$ cat config.mk
export PLATFORM = sky130hd
export DESIGN_NAME = pwm_ramp_controller
export DESIGN_NICKNAME = d
export VERILOG_FILES = /design/src/rtl/pwm_ramp_controller.sv
export SDC_FILE = /design/constraint.sdc
export NUM_CORES = 1
export LEC_CHECK = 0
export CORE_MARGIN = 5
export CORE_UTILIZATION = 50
export DETAILED_ROUTE_END_ITERATION = 12
export PLACE_DENSITY = 0.81
export RECOVER_POWER = 100
export SYNTH_ARGS = -nofsm -noshare
export SYNTH_HDL_FRONTEND = slang
export SYNTH_SLANG_ARGS = --single-unit
$ cat constraint.sdc
create_clock -name CLK -period 3.4 [get_ports CLK]
set_input_delay 0.68 -clock CLK [delete_from_list [all_inputs] [get_ports CLK]]
set_output_delay 0.68 -clock CLK [all_outputs]
set_load 0.03 [all_outputs]
$ cat src/rtl/pwm_ramp_controller.sv
// pwm_ramp_controller
//   Counter-compare PWM whose applied duty ramps towards a requested target in
//   fixed steps. The applied duty only changes on the last clock of a PWM period,
//   so every output pulse is emitted whole.
//
// Ports:
//   CLK        system clock, rising edge
//   RST        synchronous active-high reset
//   TGT_DUTY   requested target duty
//   TGT_VALID  TGT_DUTY valid
//   TGT_READY  a new target can be accepted (idle)
//   PWM_OUT    PWM waveform, high while period counter < applied duty
//   DUTY       currently applied duty
//   BUSY       ramp in progress
//   PERIOD_END high on the last clock of each PWM period
module pwm_ramp_controller #(
  parameter int unsigned WIDTH    = 8,
  parameter int unsigned STEP     = 16,
  parameter int unsigned RAMP_DIV = 1
) (
  input  logic             CLK,
  input  logic             RST,
  input  logic [WIDTH-1:0] TGT_DUTY,
  input  logic             TGT_VALID,
  output logic             TGT_READY,
  output logic             PWM_OUT,
  output logic [WIDTH-1:0] DUTY,
  output logic             BUSY,
  output logic             PERIOD_END
);

  localparam int unsigned     DivW    = (RAMP_DIV > 1) ? $clog2(RAMP_DIV) : 1;
  localparam logic [DivW-1:0] DivLast = DivW'(RAMP_DIV - 1);
  localparam logic [WIDTH-1:0] StepVal = WIDTH'(STEP);

  typedef enum logic [1:0] {StIdle, StRampUp, StRampDown} state_e;

  state_e            state_q, state_d;
  logic [WIDTH-1:0]  cnt_q, cnt_d;
  logic [WIDTH-1:0]  duty_q, duty_d;
  logic [WIDTH-1:0]  target_q, target_d;
  logic [DivW-1:0]   divcnt_q, divcnt_d;

  logic              period_end;
  logic [WIDTH-1:0]  up_gap;
  logic [WIDTH-1:0]  down_gap;

  assign period_end = (cnt_q == '1);
  // Gaps are only meaningful in their own ramp direction, where they cannot wrap.
  assign up_gap     = target_q - duty_q;
  assign down_gap   = duty_q - target_q;

  always_comb begin
    cnt_d    = cnt_q + 1'b1;
    duty_d   = duty_q;
    target_d = target_q;
    divcnt_d = divcnt_q;
    state_d  = state_q;

    case (state_q)
      StIdle: begin
        // Accept cycle never steps, even when it lands on a period boundary.
        if (TGT_VALID) begin
          target_d = TGT_DUTY;
          divcnt_d = '0;
          if (TGT_DUTY > duty_q) begin
            state_d = StRampUp;
          end else if (TGT_DUTY < duty_q) begin
            state_d = StRampDown;
          end
        end
      end

      StRampUp, StRampDown: begin
        if (period_end) begin
          if (divcnt_q == DivLast) begin
            divcnt_d = '0;
            if (state_q == StRampUp) begin
              if (up_gap <= StepVal) begin
                duty_d  = target_q;
                state_d = StIdle;
              end else begin
                duty_d = duty_q + StepVal;
              end
            end else begin
              if (down_gap <= StepVal) begin
                duty_d  = target_q;
                state_d = StIdle;
              end else begin
                duty_d = duty_q - StepVal;
              end
            end
          end else begin
            divcnt_d = divcnt_q + 1'b1;
          end
        end
      end

      default: state_d = StIdle;
    endcase
  end

  always_ff @(posedge CLK) begin
    if (RST) begin
      state_q  <= StIdle;
      cnt_q    <= '0;
      duty_q   <= '0;
      target_q <= '0;
      divcnt_q <= '0;
    end else begin
      state_q  <= state_d;
      cnt_q    <= cnt_d;
      duty_q   <= duty_d;
      target_q <= target_d;
      divcnt_q <= divcnt_d;
    end
  end

  assign PERIOD_END = period_end;
  assign PWM_OUT    = (cnt_q < duty_q);
  assign DUTY       = duty_q;
  assign BUSY       = (state_q != StIdle);
  assign TGT_READY  = (state_q == StIdle);

endmodule

==> flow_results.org, run 1 <==
** Run status
- The flow ran to the end, and the final reports show no timing, DRC or antenna violations.

** Yosys
- Counting flops and latches in the post-synthesis netlist gives 26.
- Post-synthesis average cell area :: 8.10 um2
- sky130_fd_sc_hd__dfxtp_1 takes more of the synthesized area than any other cell.
- Sequential-to-total area share from yosys stat :: 24.1%
- Share of flip-flops with an asynchronous set or reset :: 0%
- Mapped Nets :: about 310
- The synthesized design contains 0 enable-type register cells.
- In the synthesized netlist the dominant register cell turns out to be sky130_fd_sc_hd__dfxtp_1.
- Yosys top cell area share :: 24.1%
- Number of warnings issued by yosys :: 0
- Number of distinct standard cells referenced by the synthesized netlist :: between 40 and 50
- By area the synthesized netlist is led by sky130_fd_sc_hd__dfxtp_1, sky130_fd_sc_hd__ha_1, sky130_fd_sc_hd__a21oi_1, sky130_fd_sc_hd__nand3_1, sky130_fd_sc_hd__inv_1.
- Mapped cell area :: about 0.0022 mm2
- Synthesis handed over a netlist of 267 instances.

** STA
- For the final routed database, the setup TNS stands at 0 ns.
- Min cycle time layout :: ~3.1 ns
- Unrepaired setup endpoints after global routing :: false
- Final period util :: roughly 90%
- Setup Skew :: around 0.0019 ns
- Across all hold checks on the routed design, the worst slack comes to 0.473 ns.
- Final hold violations :: 0
- Worst Tran Pin Value :: between 1 and 1.5 ns
- The worst pin sits at a relative slew slack of 20.4%.
- Maximum operating frequency :: roughly 320 MHz
- Setup violations remaining at the end of the flow were counted as 0.
- The final-report max-slew violation count was 0.

** Setup path
- STA classifies the critical path startpoint as a flop.
- Depth of the worst register-to-register path :: 10
- Critical path type :: flop to output pin
- Of all nets on the critical path, the largest fanout is 4.
- For flop-to-flop paths, the worst setup slack is approximately 0.34 ns.
- At the worst endpoint, the required time is approximately 2.7 ns.
- Reg2reg start :: DUTY[2]$_SDFFE_PP0P_
- The endpoint identified for the worst register-to-register timing path is DUTY[5]$_SDFFE_PP0P_.
- Kind of capture point of the worst setup path :: output pin
- Worst path arrival time :: approximately 2.5 ns

** Run
- Max-cap violations in this run came to 0.

** Drt
- The first routing iteration left around 110 violations.
- Iteration count of the initial detailed-routing pass :: 4
- Drt via density :: roughly 5.6
- Once detail routing completed, the nets flagged for antenna violations numbered 0.
- In the routed design, unresolved DRC markers number 0.
- Routed length per instance :: between 10 and 15 um
- Summed over all layers, the routed wires come to 4630 um.
- For this block, the via count after detailed routing is ~1900.

** Die
- Number of ports placed on the die boundary :: 23
- For this configuration, the core starts out at a cell density of roughly 51%.
- The die is around 76 um wide.
- Height of the chip :: ~76 um
- Floorplan die area :: about 0.0057 mm2
- Std-Cell Core Area :: approximately 0.0043 mm2
- The initialized floorplan defines 24 standard-cell rows.

** Clocking
- Clock-pin slew was measured on the worst setup and hold paths at approximately 0.09 ns.
- Maximum level of the CTS H-tree :: 1
- Clock sink total :: 26
- The number of clock buffers added by TritonCTS is 3.
- In this run the post-CTS setup repair buffer count came out at 0.
- Cell at the root of the clock tree :: sky130_fd_sc_hd__clkbuf_8
- Clock latency on the worst-skew pair, taken at its later pin, is around 0.27 ns.
- TritonCTS clock tree :: yes
- Max Buffers Root-to-Sink :: 2

** Final layout
- Reg area :: 520 um2
- # fillers :: approximately 400
- Area of the multi-input gates :: 0.00150 mm2
- The repair_antennas step left the layout with diodes totalling 0.
- Area growth syn-to-layout :: 13.7%
- Layout net count :: about 330
- Cells fill 57.6% of the core in the end.
- Layout cell share with drive strength beyond 1 :: under 10%

** Pwr
- Lkg Pwr :: a little under 1 nW
- In this run the power density over the cells is 479 mW/mm2.
- Across the VDD grid, the largest voltage drop is roughly 0.4 mV.

** Worst hold path
- The min-delay analysis places its worst path in the category flop to flop.
- Beginning of the worst hold path :: cnt_q[0]$_SDFF_PP0_
- For hold timing, the worst endpoint is cnt_q[0]$_SDFF_PP0_.
- Along the worst hold path, the cell count comes to 1.

** Global routing
- The number of antenna violations at the first check in global routing was 0.
- Entering global routing, the biggest net connects 28 pins.
- In the global route stage, overall resource usage came out at 17.8%.
- Remaining global-route overflow :: 0
- The first global-routing pass estimated ~8000 um of wire.
- Via count of the first global-routing pass :: 1806

** Placed design
- Detailed-placement wirelength estimate :: ~3700 um
- Routability congestion estimate from global placement :: just under 0.8
- Buffers placed on the I/O ports in this run total 22.
## registers in the layout, summed over array words and instances (netlist names)
name,cells
target_q,8
cnt_q,8
state_q,2
DUTY,8
## cell usage after synthesis, types with 5 or more instances
| cell | count |
|---|---|
| sky130_fd_sc_hd__o21ai_1 | 6 |
| sky130_fd_sc_hd__xor2_1 | 5 |
| sky130_fd_sc_hd__a21oi_1 | 19 |
| sky130_fd_sc_hd__nand2b_1 | 8 |
| sky130_fd_sc_hd__nor3_1 | 6 |
| sky130_fd_sc_hd__xnor2_1 | 7 |
| sky130_fd_sc_hd__o21ai_0 | 7 |
| sky130_fd_sc_hd__nor2_1 | 21 |
| sky130_fd_sc_hd__dfxtp_1 | 26 |
| sky130_fd_sc_hd__nand3_1 | 19 |
| sky130_fd_sc_hd__nand2_1 | 17 |
| sky130_fd_sc_hd__ha_1 | 34 |
| sky130_fd_sc_hd__inv_1 | 22 |
| sky130_fd_sc_hd__a21o_1 | 8 |
## area by class of cell
| cell class | instances | share of cell area, % |
|---|---|---|
| multi-input cells | 209 | 61.2 |
| flip-flops and latches | 26 | 21.2 |
| repair buffers | 24 | 9.37 |
| inverters | 22 | 3.36 |
| well taps | 52 | 2.65 |
| clock buffers | 4 | 2.24 |
## worst max-delay path by stage
stage	startpoint	to
6_report	DUTY[1]$_SDFFE_PP0P_	PWM_OUT
3_5_place_dp	TGT_DUTY[5]	state_q[1]$_SDFFE_PP0P_
2_1_floorplan	DUTY[2]$_SDFFE_PP0P_	state_q[1]$_SDFFE_PP0P_
4_1_cts	DUTY[1]$_SDFFE_PP0P_	PWM_OUT
3_3_place_gp	TGT_DUTY[5]	state_q[1]$_SDFFE_PP0P_
5_1_grt	DUTY[1]$_SDFFE_PP0P_	PWM_OUT
## layer usage
metal | vias to the layer above | share of wire, % | global-route usage (%) | routed length [um]
met5 | - | 0 | 0 | 0
met4 | 0 | 0.45 | 4.85 | 21
met3 | 2 | 3.3 | 1.32 | 153
met2 | 34 | 50 | 31.6 | 2320
met1 | 869 | 46 | 23.1 | 2140
li1 | 982 | - | - | -
## critical path, stage by stage, from the launching register on
cell                            delay (ns)
sky130_fd_sc_hd__dfxtp_1              0.37
sky130_fd_sc_hd__inv_1                0.10
sky130_fd_sc_hd__ha_1                 0.31
sky130_fd_sc_hd__a21o_1               0.16
sky130_fd_sc_hd__a21o_1               0.17
sky130_fd_sc_hd__a21o_1               0.17
sky130_fd_sc_hd__a21oi_1              0.16
sky130_fd_sc_hd__nor2b_1              0.06
sky130_fd_sc_hd__o21ai_0              0.16
sky130_fd_sc_hd__o2bb2ai_1            0.13
sky130_fd_sc_hd__dlygate4sd2_1        0.41
## power by group
part | switching (mW) | total [mW] | internal, mW
Sequential | 0.0241 | 0.357 | 0.333
Clock | 0.0938 | 0.197 | 0.103
Combinational | 0.373 | 0.623 | 0.250
## cell families after synthesis
kind of cell | share of synthesized area [%]
xor gates and xnor gates | 5.61
buffers and inverters | 5.79
DFF | 24.1
AOI/OAI and AO/OA | 21.2
adders and majority gates | 19.7
muxes | 0.694
and+or+nand+nor | 23.0
## layout by cell type, fill, tap and decap left out, drive strengths merged, types with 2 or more instances in the layout
cell and instances:
nor3b 2, and3 2, ha 34, nand2b 8
and2 2, nor2b 4, clkbuf 5, xor2 6
or4b 2, o211ai 2, nand4bb 2, o21ai 13
nor2 21, nand2 17, dlygate4sd3 12, clkdlybuf4s50 9
or2 2, a21o 8, nand4 3, o41ai 2
xnor2 7, nand3 19, o22ai 2, a21oi 21
inv 22, or3 2, o21a 2, a31oi 3
nor3 7, dfxtp 26, o31ai 4
## metrics by stage
stage	setup WS, ns	cell area, um2	std cells	total power, mW
final	0.253	2460	337	1.18
after global routing	0.0655	2460	337	1.27
after CTS	0.215	2470	337	1.20
after detailed placement	0.248	2420	333	1.00
after global placement	0.317	2420	333	0.993
after floorplan	0.418	2160	267	0.860
## repair_timing
item / 4_1_cts / 5_1_grt
setup endpoints to repair: 1 / 0
hold buffers: 0 / 0
resized for setup: 1 / 0
No activity file was read; power rests on OpenSTA's default activity.
==> inputs of run 2 (changes only) <==
- TNS_END_PERCENT: not set -> 20
==> results of run 2 <==
Same layout as run 1: the final DEF is identical, and so are final timing and power.
==> inputs of run 3 (changes only) <==
- CAP_MARGIN: not set -> 20
- CORE_ASPECT_RATIO: not set -> 1.75
- MAX_ROUTING_LAYER: not set -> met4
==> run 3 against run 2 <==
Effect of this change: count of clock-buffer cells in the layout shrank 1; power grew 5.2%; highest routed layer unchanged; flip-flop and latch count is the same; register-to-register slack lost 0.15 ns; largest cell class unchanged; critical endpoint is now state_q[1]$_SDFFE_PP0P_; sequential share of layout area shrank 0.16 points.
==> flow_results.org, run 3 (synthesis results as in run 1) <==
** Drt
- The starting DRC count in detailed routing came to 73 (-35%).
- The vias after detailed routing was 1950 (+3.3%).
- The routed wire length was 4840 um (+4.6%).
- The post-detailed-route via-to-cell ratio came to 5.80 (+3.6%).
- The number of nets with antenna violations after routing came to 0 (unchanged).
- DRC violations left :: 0 (unchanged)
- Routed length per instance :: 14.4 um (+4.9%)
- The number of iterations in the first detailed-routing pass was 5 (+1).

** Run
- The number of max-capacitance violations reported is 0 (unchanged).

** Setup path
- Critical path startpoint category :: flop
- The slack of the worst reg-to-reg path came to 0.19 ns (-0.15 ns).
- Depth of the worst register-to-register path :: 10 (unchanged)
- STA classifies the critical path endpoint as a flop.
- The maximum fanout along the worst path was 5 (+1).
- Endpoint of the worst-slack reg-to-reg timing path :: state_q[1]$_SDFFE_PP0P_
- Worst path arrival time :: 3.39 ns (+0.92 ns)
- Reg2reg start :: DUTY[2]$_SDFFE_PP0P_
- The endpoint required time on the critical path came to 3.58 ns (+0.86 ns).
- Critical path type :: flop to flop

** STA
- Worst slew margin :: 19.4% (-1.1 points)
- The worst setup skew after layout is 0.00670 ns (+0.00484 ns).
- The achievable frequency was 312 MHz (-1.9%).
- Fin. max-slew vios :: 0 (unchanged)
- Worst Tran Pin Value :: 1.21 ns (+0.0159 ns)
- Min cycle time layout :: 3.21 ns (+0.0596 ns)
- Setup repair after global routing left no endpoint under its margin.
- The total negative setup slack is 0 ns (unchanged).
- The share of the cycle needed by the critical path after routing was 94.3% (+1.8 points).
- The final-report hold violation count came to 0 (unchanged).
- Final setup violation count :: 0 (unchanged)

** Final layout
- Top library cells by usage in the layout, fill and taps aside :: sky130_fd_sc_hd__ha_1, sky130_fd_sc_hd__dfxtp_1, sky130_fd_sc_hd__inv_1, sky130_fd_sc_hd__nor2_1
- Final cell utilization of the core :: 59.7% (+2.0 points)
- The layout cell share with drive strength beyond 1 is 5.23% (+0.67 points).
- The library cell used most frequently in the layout, excluding fill and tap cells, is sky130_fd_sc_hd__ha_1.
- Layout net count :: 333 (+0.60%)
- The area growth from synthesis to layout is 14.5%.
- # fillers :: 370 (-8.0%)
- The total inserted antenna cells was 0 (unchanged).

** Placed design
- The number of buffer cells added on primary ports came to 22 (unchanged).
- Detailed-placement wirelength estimate :: 3960 um (+7.7%)
- The weighted congestion reported at the end of routability-driven placement was 0.884 (+11%).

** Die
- The core area is 0.00415 mm2 (-2.7%).
- Height of the chip :: 97.0 um (+28%)
- The effective utilization at floorplan came to 52.1% (+1.4 points).
- Floorplan die area :: 0.00579 mm2 (+0.90%)
- The horizontal extent of the die came to 59.7 um (-21%).
- The floorplan row count came to 31 (+29%).
- The count of pins on the block boundary is 23 (unchanged).

** Worst hold path
- Hold Path End :: cnt_q[0]$_SDFF_PP0_
- The number of cells on the worst hold path was 1 (unchanged).
- The worst hold path begins at cnt_q[0]$_SDFF_PP0_.
- The tightest min-delay check is of the flop to flop type.

** Clocking
- Register clock-pin slew on the reported worst setup and hold paths :: 0.09 ns (about the same)
- The buffer count from post-CTS setup fixing was 0 (unchanged).
- The count of H-tree levels built during CTS came to 1 (unchanged).
- The later-pin clock latency in the skew report is 0.27 ns (about the same).
- TritonCTS buffer count :: 3 (unchanged)
- Cell at the root of the clock tree :: sky130_fd_sc_hd__clkbuf_8
- TritonCTS built the clock tree.
- Max Buffers Root-to-Sink :: 2 (unchanged)
- The clock sink count is 26 (unchanged).

** Global routing
- Remaining global-route overflow :: 0 (unchanged)
- The total routing usage reported by global routing was 18.6% (+0.82 points).
- Via count of the first global-routing pass :: 1950 (+8.0%)
- Pin count of the biggest net entering global routing :: 28 (unchanged)
- The number of antenna violations at the first check in global routing came to 0 (unchanged).
- The global-route wire length before repair was 8540 um (+5.4%).

** Pwr
- The total leakage power is 0.989 nW (+1.7%).
- The net switching power came to 494 uW (+0.51%).
- Share of power burned in combinational logic :: 50.6% (-2.3 points)
- Post-layout power :: 1.24 mW (+5.2%)
- The portion of total power attributed to the clock network was 20.6% (+3.9 points).
- Part of the total power dissipated in sequential elements :: 28.8% (-1.5 points)
- Pwr/cell area :: 500 mW/mm2 (+4.4%)
- Maximum vdd drop :: 0.402 mV (+1.6%)
- The switching fraction of total power is 39.9% (-1.8 points).
- The total internal power came to 745 uW (+8.5%).

** Run status
- Result of the run :: completed
## run 3: final cells by class
cell class / instances / area (um2) / share of cell area (%)
Clock buffer: 3 / 41.3 / 1.67
Clock inverter: 1 / 30.0 / 1.21
Inverter: 22 / 82.6 / 3.34
Multi-Input combinational cell: 209 / 1500 / 60.4
Sequential cell: 26 / 520 / 21.0
Tap cell: 49 / 61.3 / 2.48
Timing Repair Buffer: 26 / 245 / 9.90
## run 3: worst max path at each step
stage,startpoint,endpoint,slack (ns),cells after the start
after floorplan,DUTY[2]$_SDFFE_PP0P_,state_q[1]$_SDFFE_PP0P_,0.42,10
after global placement,TGT_DUTY[5],state_q[1]$_SDFFE_PP0P_,0.33,10
after detailed placement,TGT_DUTY[5],state_q[1]$_SDFFE_PP0P_,0.27,10
after CTS,DUTY[1]$_SDFFE_PP0P_,PWM_OUT,0.27,10
after global routing,DUTY[2]$_SDFFE_PP0P_,state_q[1]$_SDFFE_PP0P_,0.06,10
final,DUTY[2]$_SDFFE_PP0P_,state_q[1]$_SDFFE_PP0P_,0.19,10
## run 3: per-layer routing
metal / vias up / part of all wire, % / track usage, % / routed length (um)
li1: 979 / - / - / -
met1: 910 / 38 / 20.3 / 1850
met2: 45 / 56 / 32.3 / 2690
met3: 16 / 2.9 / 1.86 / 141
met4: 0 / 3.4 / 8.53 / 165
met5: - / 0 / - / 0
## run 3: power by group through the flow
stage | clock network, mW | registers [mW] | logic (mW)
after floorplan | 0 | 0.357 | 0.503
after global placement | 0 | 0.363 | 0.645
after detailed placement | 0 | 0.364 | 0.653
after CTS | 0.259 | 0.357 | 0.656
after global routing | 0.273 | 0.361 | 0.683
final | 0.255 | 0.357 | 0.626
## run 3: critical path, cell delays in order, from the launching register on
cell                      delay [ns]
sky130_fd_sc_hd__dfxtp_1        0.39
sky130_fd_sc_hd__inv_1          0.11
sky130_fd_sc_hd__ha_1           0.38
sky130_fd_sc_hd__o21ai_0        0.25
sky130_fd_sc_hd__a21oi_2        0.09
sky130_fd_sc_hd__o41ai_1        0.43
sky130_fd_sc_hd__mux2_4         0.36
sky130_fd_sc_hd__o31ai_2        0.25
sky130_fd_sc_hd__a21bo_1        0.26
sky130_fd_sc_hd__or4b_1         0.52
sky130_fd_sc_hd__o31ai_1        0.08
## run 3: what timing repair did
action,CTS,global route
setup endpoints to repair,1,0
resized for setup,1,0
hold buffers,0,0
## run 3: through the flow
| step | instance area, um2 | setup slack, ns | cells | hold WS (ns) |
|---|---|---|---|---|
| after floorplan | 2160 | 0.418 | 267 | 0.425 |
| after global placement | 2430 | 0.330 | 332 | 0.450 |
| after detailed placement | 2430 | 0.267 | 332 | 0.451 |
| after CTS | 2500 | 0.266 | 336 | 0.475 |
| after global routing | 2480 | 0.0555 | 336 | 0.524 |
| final | 2480 | 0.193 | 336 | 0.467 |
